### config.mk
export PLATFORM = sky130hd
export DESIGN_NAME = fetch_unit
export DESIGN_NICKNAME = d
export VERILOG_FILES = /design/src/rtl/fetch_unit.sv
export SDC_FILE = /design/constraint.sdc
export NUM_CORES = 1
export LEC_CHECK = 0
export BUFFER_PORTS_ARGS = -buffer_cell sky130_fd_sc_hd__buf_4
export CORE_MARGIN = 2
export CORE_UTILIZATION = 56
export CTS_CLUSTER_DIAMETER = 60
export DETAILED_ROUTE_END_ITERATION = 16
export GPL_TIMING_DRIVEN = 1
export PLACE_DENSITY = 0.82
export SYNTH_ARGS = -nofsm -noshare
export SYNTH_HDL_FRONTEND = slang
export SYNTH_SLANG_ARGS = --single-unit
### constraint.sdc
create_clock -name clk -period 2.8 [get_ports clk]
set_input_delay 0.56 -clock clk [delete_from_list [all_inputs] [get_ports clk]]
set_output_delay 0.56 -clock clk [all_outputs]
set_load 0.03 [all_outputs]
### src/rtl/fetch_unit.sv
// Instruction fetch: fpc-driven imem requests, 2-deep {pc,instr} buffer, IF output register; 1-cycle ack-to-IF latency (bypass when buffer empty).
// Backpressure: AnyStall freezes the IF register while fetch fills the buffer, then parks in HOLD with ImemReq low.
module fetch_unit #(
  parameter logic [31:0] RESET_PC = 32'h0000_0000,
  parameter logic [31:0] NOP_WORD = 32'h0000_0000
) (
  input  logic        clk,
  input  logic        reset_n,
  input  logic        AnyStall,
  input  logic        Jump_IDM1,
  input  logic [25:0] JumpTgt_IDM1,
  input  logic        BrTaken_EX,
  input  logic [31:0] BrTgt_EX,
  output logic        ImemReq,
  output logic [31:0] ImemAddr,
  input  logic        ImemAck,
  input  logic [31:0] ImemData,
  output logic [31:0] Pc_IF,
  output logic [31:0] FetchData_IF,
  output logic        FetchValid_IF
);

  typedef enum logic [1:0] {FETCH, DRAIN, HOLD} state_t;
  typedef struct packed {
    logic [31:0] pc;
    logic [31:0] instr;
  } ent_t;

  state_t      state, state_nxt;
  logic        run;
  logic [31:0] fpc, fpc_nxt, drain_addr;
  ent_t        fifo_q [2];
  logic [1:0]  cnt, cnt_nxt, wr_idx;
  logic [31:0] pc_if_plus4, tgt;
  logic        jmp_redir, redir, acc, bypass, push, pop;

  // run keeps ImemReq low until the first edge after reset release
  assign ImemReq     = run && (state != HOLD);
  assign ImemAddr    = (state == DRAIN) ? drain_addr : fpc;
  assign acc         = ImemReq && ImemAck;
  assign pc_if_plus4 = Pc_IF + 32'd4;
  assign jmp_redir   = Jump_IDM1 && FetchValid_IF && !AnyStall;
  assign redir       = BrTaken_EX || jmp_redir;
  assign tgt         = BrTaken_EX ? BrTgt_EX : {pc_if_plus4[31:28], JumpTgt_IDM1, 2'b00};
  assign pop         = !redir && !AnyStall && (cnt != 2'd0);
  assign bypass      = !redir && !AnyStall && acc && (state == FETCH) && (cnt == 2'd0);
  assign push        = !redir && acc && (state == FETCH) && !bypass;
  assign wr_idx      = cnt - {1'b0, pop};

  always_comb begin
    state_nxt = state;
    fpc_nxt   = fpc;
    cnt_nxt   = redir ? 2'd0 : (cnt + {1'b0, push} - {1'b0, pop});
    if (redir) begin
      fpc_nxt = tgt;
    end else if (acc && (state == FETCH)) begin
      fpc_nxt = fpc + 32'd4;
    end
    case (state)
      FETCH: begin
        if (redir) begin
          if (ImemReq && !ImemAck) state_nxt = DRAIN;
        end else if (push && (cnt_nxt == 2'd2)) begin
          state_nxt = HOLD;
        end
      end
      // an ack here completes the abandoned request; its data is discarded
      DRAIN: if (acc) state_nxt = FETCH;
      HOLD:  if (cnt_nxt != 2'd2) state_nxt = FETCH;
      default: state_nxt = FETCH;
    endcase
  end

  always_ff @(posedge clk or negedge reset_n) begin
    if (!reset_n) begin
      state      <= FETCH;
      run        <= 1'b0;
      fpc        <= RESET_PC;
      drain_addr <= RESET_PC;
    end else begin
      state <= state_nxt;
      run   <= 1'b1;
      fpc   <= fpc_nxt;
      if (state == FETCH) drain_addr <= fpc;
    end
  end

  always_ff @(posedge clk or negedge reset_n) begin
    if (!reset_n) begin
      cnt        <= 2'd0;
      fifo_q[0]  <= '0;
      fifo_q[1]  <= '0;
    end else begin
      cnt <= cnt_nxt;
      if (pop)  fifo_q[0] <= fifo_q[1];
      if (push) fifo_q[wr_idx[0]] <= '{pc: fpc, instr: ImemData};
    end
  end

  always_ff @(posedge clk or negedge reset_n) begin
    if (!reset_n) begin
      Pc_IF         <= RESET_PC;
      FetchData_IF  <= NOP_WORD;
      FetchValid_IF <= 1'b0;
    end else if (redir) begin
      FetchData_IF  <= NOP_WORD;
      FetchValid_IF <= 1'b0;
    end else if (!AnyStall) begin
      if (pop) begin
        Pc_IF         <= fifo_q[0].pc;
        FetchData_IF  <= fifo_q[0].instr;
        FetchValid_IF <= 1'b1;
      end else if (bypass) begin
        Pc_IF         <= fpc;
        FetchData_IF  <= ImemData;
        FetchValid_IF <= 1'b1;
      end else begin
        FetchData_IF  <= NOP_WORD;
        FetchValid_IF <= 1'b0;
      end
    end
  end

  a_no_overflow:  assert property (@(posedge clk) disable iff (!reset_n) !(push && !pop && (cnt == 2'd2)));
  a_no_underflow: assert property (@(posedge clk) disable iff (!reset_n) !(pop && (cnt == 2'd0)));

endmodule
# After elaboration in Yosys (flattened, before gate mapping)
# Index checks and enable logic that the tools add are counted.
[op_classes]
n_addsub = 5
bitwise_logic = 3
mux = 26
eq_ne = 10
order_cmp = 2
reduce_logical = 28
[ops]
columns = ["op", "count"]
rows = [
  ["32-bit two-way mux", 10],
  ["128-bit bitwise mux", 1],
  ["128-bit two-way mux", 1],
  ["64-bit two-way mux", 2],
  ["32-bit by 3-bit adder with 32-bit output, second input constant", 2],
  ["64-bit demux with 1-bit select", 1],
  ["1-bit logical AND", 16],
  ["2-bit two-way mux", 6],
  ["2-bit inequality test, second input constant", 4],
  ["3-bit by 2-bit inequality test with 1-bit output, second input constant", 2],
  ["2-bit case mux with 3 select lines", 1],
  ["2-bit nonzero test", 3],
  ["2-bit equality test, second input constant", 2],
  ["1-bit logical NOT", 4],
  ["2-bit logical NOT", 2],
  ["1-bit two-way mux", 4],
  ["4-bit AND reduction", 1],
  ["3-bit AND reduction", 1],
  ["2-bit by 1-bit adder with 2-bit output", 1],
  ["2-bit by 1-bit equality test with 1-bit output, second input constant", 1],
  ["2-bit greater-or-equal comparator, second input constant", 1],
  ["2-bit by 1-bit < comparator with 1-bit output, second input constant", 1],
  ["2-bit by 1-bit inequality test with 1-bit output, second input constant", 1],
  ["1-bit NOT", 2],
  ["4 further kinds", 4],
]
[word_totals]
reg_bits = 262
out_inout_bits = 98
inputBits = 96
word_cells = 86

# Longest topological paths before layout
# Gate-level depths: netlist (run 1).
[logic_depth]
depth_word = 18
depth_mapped = 13

# Least setup slack after synthesis (run 1)
# No wires, ideal clock.
[synth_timing]
kind = "input port to flip-flop"
start = "input port AnyStall"
end = "register state[1]"
cell_stages = 13
path_buffers = 4
slack_ns = 0.053
arrival_time_ns = 2.622
required_ns = 2.675
cell_sequence = "buf_4 nand3b_1 nand2b_1 buf_4 nor3_4 buf_6 buf_2 ha_1 inv_1 ha_1 xor2_1 xnor2_1 a2111oi_0"
[synth_via]
elab_chain_len = 17
[synth_lines]
columns = ["item", "line_no", "source"]
rows = [
  ["from (decl)", "9", "input logic AnyStall,"],
  ["1-bit logical NOT *", "--", ""],
  ["1-bit logical AND", "42", "assign jmp_redir = Jump_IDM1 && FetchValid_IF && !AnyStall;"],
  ["1-bit logical OR", "43", "assign redir = BrTaken_EX || jmp_redir;"],
  ["1-bit logical NOT", "45, 46, 47", ""],
  ["1-bit logical AND", "45, 46", ""],
  ["1-bit logical AND (3 in a row)", "46", "assign bypass = !redir && !AnyStall && acc && (state == FETCH) && (cnt == 2'd0);"],
  ["1-bit logical NOT", "47", "assign push = !redir && acc && (state == FETCH) && !bypass;"],
  ["1-bit logical AND", "47", ""],
  ["2-bit by 1-bit adder with 2-bit output", "53", "cnt_nxt = redir ? 2'd0 : (cnt + {1'b0, push} - {1'b0, pop});"],
  ["2-bit by 1-bit subtractor with 2-bit output", "53", ""],
  ["2-bit two-way mux", "53", ""],
  ["2-bit equality test", "63", "end else if (push && (cnt_nxt == 2'd2)) begin"],
  ["1-bit logical AND", "63", ""],
  ["3-bit by 2-bit inequality test with 1-bit output (no line)", "--", ""],
  ["4-bit AND reduction (no line)", "--", ""],
  ["to (signal assigned)", "81", "state <= state_nxt;"],
  ["to (decl)", "29", "state_t state, state_nxt;"],
]
# Every way passes the cells marked *; elsewhere a longest branch is shown, timed or not.
# A chain may end at the register's enable or synchronous reset.

# Worst setup path in the final report (run 1)
[layout_timing]
start = "register state[0]"
end = "output port ImemAddr[30]"
[layout_via]
elab_chain_len = 2
[layout_lines]
columns = ["item", "line_no", "source"]
rows = [
  ["2-bit by 1-bit equality test with 1-bit output", "39", "assign ImemAddr = (state == DRAIN) ? drain_addr : fpc;"],
  ["32-bit two-way mux", "39", ""],
  ["to (decl)", "15", "output logic [31:0] ImemAddr,"],
]
# Every way passes these cells.

==> impl_metrics.ini, run 1 <==
[run_status]
outcome = finished clean

[drt]
drc = 0
viasPerCell = 6.00
via_count = 9430
wl_per_cell_um = 20.4
drt-met1-wl_um = 13200
firstDrtPassIters = 6
met2_length_um = 15600
ant_nets = 0
drt_wl_total_um = 32100
drt_iter0_drc = 827
routed.top_layer = met4
route.met3.wl_um = 2330

[power]
leakagePower_nw = 6.92
power_density_nw_per_um2 = 796
vdd_ir_drop_max_mv = 0.448

[worst_setup_path]
r2r_end = state[1]$_DFFE_PN0P_
slowest_stage = dfrtp_1
r2r-start = state[1]$_DFFE_PN0P_
path_common_cell = buf_4
critical_path_required_ps = 2240
crit_chain = nor2b_4, buf_4, mux2_2, buf_4
rrSetupSlack_ps = 290
worstSetupPathType = reg2out
critPathArrivalTime_ps = 2100
worst_r2r_path_depth = 9
crit_path_start_kind = flop
cpPeakStageDelay_ps = 490
cp_max_fo = 19
endpoint_kind = primary output

[place]
place_congestion = 0.810
place_inst = 1521
port_buffers = 193
place_hpwl_um = 21000

[synthesis]
synth_top_cell_area_share_pct = 52.7
synth.yosys.warnings = 0
synth_adder_area_share_pct = 0.302
synth_nets = 1203
synth_top_area_cell = dfrtp_1
synth_xor_area_share_pct = 1.48
syn_inst = 1104
async_reset_ff_share_pct = 100
synth_edf_count = 0
synth_mux_area_share_pct = 19.9
synth_top_family_by_area = multiplexers
synth_ff_type = dfrtp_1
synth_cell_types = 61
synthesis.area_um2 = 12400
synth-seq-cells = 262
synth-compound-area-share_pct = 11.0
syn_avg_cell_area_um2 = 11.3
seq_area_frac_synth_pct = 52.7
yosys-top-cells-area = dfrtp_1, mux2_2, mux2i_1, nand2_1, a222oi_1
synthSimpleGateAreaFrac_pct = 9.49

[timing]
whs_ps = 236
drv_slew = 0
tightest_slew_ps = 686
clock.fmax_mhz = 376
max_slew_margin_pct = 54.3
clock_skew_ps = 15.1
period_needed_ps = 2660
setup_tns_ps = 0
post-route-period-util_pct = 94.9
finalSetupViolations = 0
hold_viol_final = 0
rsz0062_at_grt = no

[clock_tree]
clk_latency_ps = 530
htreeDepth = 1
post_cts_buffers = 0
cts_sinks = 262
cts_tree = done
root_buffer = clkbuf_16
clkSlewWorstSetupHoldPaths_ps = 60
clockBufferDepth = 3
cts_made_buffers = 27

[flow_run]
maxCapViolCount = 0

[finish]
final_cell_mix = dfrtp_1, buf_4, mux2_2
fill_cells = 1560
areaGrowthSynthToFinish_pct = 21.8
layout_commonest_cell = dfrtp_1
final_util_pct = 69.4
layout.nets = 1370
drive_gt1_share_pct = 31.4
finalNonFillerCells = 1572

[global_route]
antenna_found_initial = 1
grt_max_degree = 87
grt_first_pass_wirelength_um = 51400
grt_pass1_vias = 9567
globalRouteOverflowTotal = 0
grt_usage_pct = 27.2

[die]
rows = 54
dieArea_um2 = 23400
initial_core_util_pct = 57.0
coreArea_um2 = 21800
die_h_um = 153
fp.dieW_um = 153
pin_count = 194

[worst_hold_path]
whs_path_depth = 2
whs_endpoint = state[0]$_DFFE_PN0P_
hold_path_startpoint = ImemAck
hold_class = in2reg
## report_power, final
part	leakage [nW]	switching, mW	internal [mW]	total, mW
Sequential	3.33	0.644	4.60	5.25
Combinational	3.10	1.61	1.24	2.85
Clock	0.487	1.49	2.47	3.96
Total	6.92	3.75	8.31	12.1
## through the flow
step                area [um2]  total power, mW  setup slack [ps]
floorplan                12400             6.93              53.1
global placement         14200             8.00               302
detailed placement       14200             8.14              75.7
CTS                      15100             12.1               132
global route             15100             12.6              18.8
finish                   15200             12.1               142
## final cells by class
type	instances	area [um2]	area share [%]
antenna	1	2.50	0.0165
clock buffer	33	718	4.74
tap	280	350	2.31
multi-input combinational	716	5300	35.0
inverter	35	131	0.867
sequential	262	6560	43.3
clock inverter	16	263	1.73
timing repair buffer	229	1830	12.1
## synthesized netlist by cell type (8+ instances only)
master,count
mux2_2,115
buf_2,30
nand2b_1,9
a211oi_1,8
xnor2_1,13
dfrtp_1,262
buf_4,14
buf_6,9
nor3_1,10
a21oi_1,50
nand2_1,106
mux2_1,12
inv_1,35
nand4_1,14
o21ai_1,34
mux2i_1,104
xor2_1,8
o21ai_0,50
nand3_1,12
nor2_1,62
a222oi_1,32
clkbuf_1,29
## layer usage
metal  global-route usage [%]  up-vias
li1                         -     4278
met1                     36.5     4727
met2                     44.7      353
met3                     5.47       72
met4                     8.95        0
met5                        0        -
## worst max-delay path: cells and delay by family, from the launching register on
| family | cells | cell delay (ps) |
|---|---|---|
| buf+inv | 2 | 490 |
| simple gates | 1 | 200 |
| flops | 1 | 490 |
| mux | 1 | 400 |
## timing repair
item                                   4_1_cts  5_1_grt
endpoints found under the hold margin       38        0
setup endpoints to repair                    0        1
hold buffers                                 1        0
resized for setup                            0        1
## cell families (layout without fill, tap and decap cells)
logic type,count (synthesis),after routing
xor gates and xnor gates,21,21
AOI/OAI and AO/OA,212,212
buffers and inverters,126,313
and+or+nand+nor,248,248
other,1,2
muxes,231,231
adders and majority gates,3,3
DFF,262,262
## worst max-delay path by stage
stage	startpoint	endpoint	slack, ps
finish	state[0]$_DFFE_PN0P_	ImemAddr[30]	140
global route	state[1]$_DFFE_PN0P_	state[1]$_DFFE_PN0P_	20
global placement	AnyStall	state[1]$_DFFE_PN0P_	300
detailed placement	AnyStall	state[1]$_DFFE_PN0P_	80
floorplan	AnyStall	state[1]$_DFFE_PN0P_	50
CTS	state[0]$_DFFE_PN0P_	ImemAddr[30]	130
(Power assumes the default switching activity.)
==> run 2: changes to the inputs <==
- CORE_ASPECT_RATIO: default -> 0.9
- clock period: 2.8 -> 2.95 ns (I/O delays scaled with it)
==> run 2 against run 1 <==
- setup slack better by 66 ps
- clock skew fell by 1.7 ps
- utilization shrank 0.34 points
- clock power is 15% lower
- hold slack better by 26 ps
- combinational power fell by 7.4%
- total power shrank 8.8%
- non-clock buffer count is 10 lower
- global-route usage shrank 1.2 points
==> impl_metrics.ini, run 2 (synthesized netlist as in run 1, its figures left out) <==
[finish]
layout_commonest_cell = dfrtp_1
fill_cells = 1604
areaGrowthSynthToFinish_pct = 20.5
layout.nets = 1361
finalNonFillerCells = 1571
final_util_pct = 69.1
diodes = 0
drive_gt1_share_pct = 30.5
final_cell_mix = dfrtp_1, buf_4, mux2_2
final_cell_area_um2 = 15000

[clock_tree]
clk_latency_ps = 530
cts_sinks = 262
cts_tree = done
ctsResizeCount = 0
clkSlewWorstSetupHoldPaths_ps = 60
htreeDepth = 1
clockBufferDepth = 3
root_buffer = clkbuf_16
cts_made_buffers = 28
post_cts_buffers = 0
cts_hold_buffers = 1

[drt]
ant_nets = 0
drc = 0
drt_iter0_drc = 704
wl_per_cell_um = 19.3
via_count = 9282
firstDrtPassIters = 5
viasPerCell = 5.91
drt_wl_total_um = 30300

[power]
leakagePower_nw = 6.81
power_density_nw_per_um2 = 734
vdd_ir_drop_max_mv = 0.517
p_total_mw = 11.0

[worst_setup_path]
critical_path_required_ps = 2360
endpoint_kind = primary output
cp_max_fo = 19
worst_r2r_path_depth = 9
crit_path_start_kind = flop
worstSetupPathType = reg2out
critPathArrivalTime_ps = 2150

[timing]
clock_skew_ps = 13.4
tightest_slew_ps = 865
period_needed_ps = 2740
clock.fmax_mhz = 365
finalWorstSetupSlack_ps = 209
setup_tns_ps = 0
drv_slew = 0
max_slew_margin_pct = 42.3
finalSetupViolations = 0
rsz0062_at_grt = no
whs_ps = 262
hold_viol_final = 0
post-route-period-util_pct = 92.9

[die]
fp.dieW_um = 161
pin_count = 194
dieArea_um2 = 23400
initial_core_util_pct = 57.3
die_h_um = 145
coreArea_um2 = 21700
rows = 51

[run_status]
outcome = finished clean

[place]
dpl_cell_area_um2 = 14100
place_inst = 1522
place_congestion = 0.878
place_ws_ps = 248
place_hpwl_um = 20000
port_buffers = 193

[global_route]
grt_pass1_vias = 9471
grt_usage_pct = 26.0
globalRouteOverflowTotal = 0
grt_max_degree = 129
grt_first_pass_wirelength_um = 49700
antenna_found_initial = 0

[flow_run]
maxCapViolCount = 0

[worst_hold_path]
hold_class = in2reg
whs_path_depth = 3
## run 2: changes by cell type in the layout (fill, tap and decap cells not counted), sizes merged
cell | previous run | this run
clkbuf | 33 | 45
bufinv | 7 | 0
diode | 1 | 0
clkinv | 8 | 2
buf | 228 | 218
## run 2: area by class of cell
class                      count  area (um2)  area share, %
timing repair buffer         219        1750           11.7
clock inverter                 3        18.8          0.125
clock buffer                  45         866           5.78
sequential                   262        6560           43.7
multi-input combinational    716        5300           35.4
inverter                      35         131          0.876
tap                          291         364           2.43
## run 2: worst max-delay path, cell delays in order (launching register included)
cell and delay [ps]:
dfrtp_1 520, nor2b_4 210, buf_4 320, mux2_2 400, buf_4 170
## run 2: path summary, 6_finish.rpt
kind | start | end | slack [ps]
hold reg to reg | flop | flop | 480
min in group asynchronous | reset_n | Pc_IF[7]$_DFFE_PN0P_ | 580
max in group asynchronous | reset_n | drain_addr[26]$_DFFE_PN0N_ | 1590
setup / recovery | state[0]$_DFFE_PN0P_ | ImemAddr[3] | 210
hold / removal | BrTgt_EX[17] | fpc[17]$_DFFE_PN0P_ | 260
setup reg to reg | state[1]$_DFFE_PN0P_ | state[1]$_DFFE_PN0P_ | 560
## run 2: metal layers
| metal | GRT usage, % | vias to the layer above | routed length (um) |
|---|---|---|---|
| li1 | - | 4252 | - |
| met1 | 35.5 | 4684 | 12700 |
| met2 | 43.0 | 286 | 14900 |
| met3 | 3.68 | 60 | 1640 |
| met4 | 9.29 | 0 | 1050 |
| met5 | 0 | - | 0 |
## run 2: power by group
group          internal, mW  switching [mW]  leakage, nW
combinational          1.16            1.48         3.05
sequential             4.37           0.637         3.33
clock                  1.99            1.36        0.437
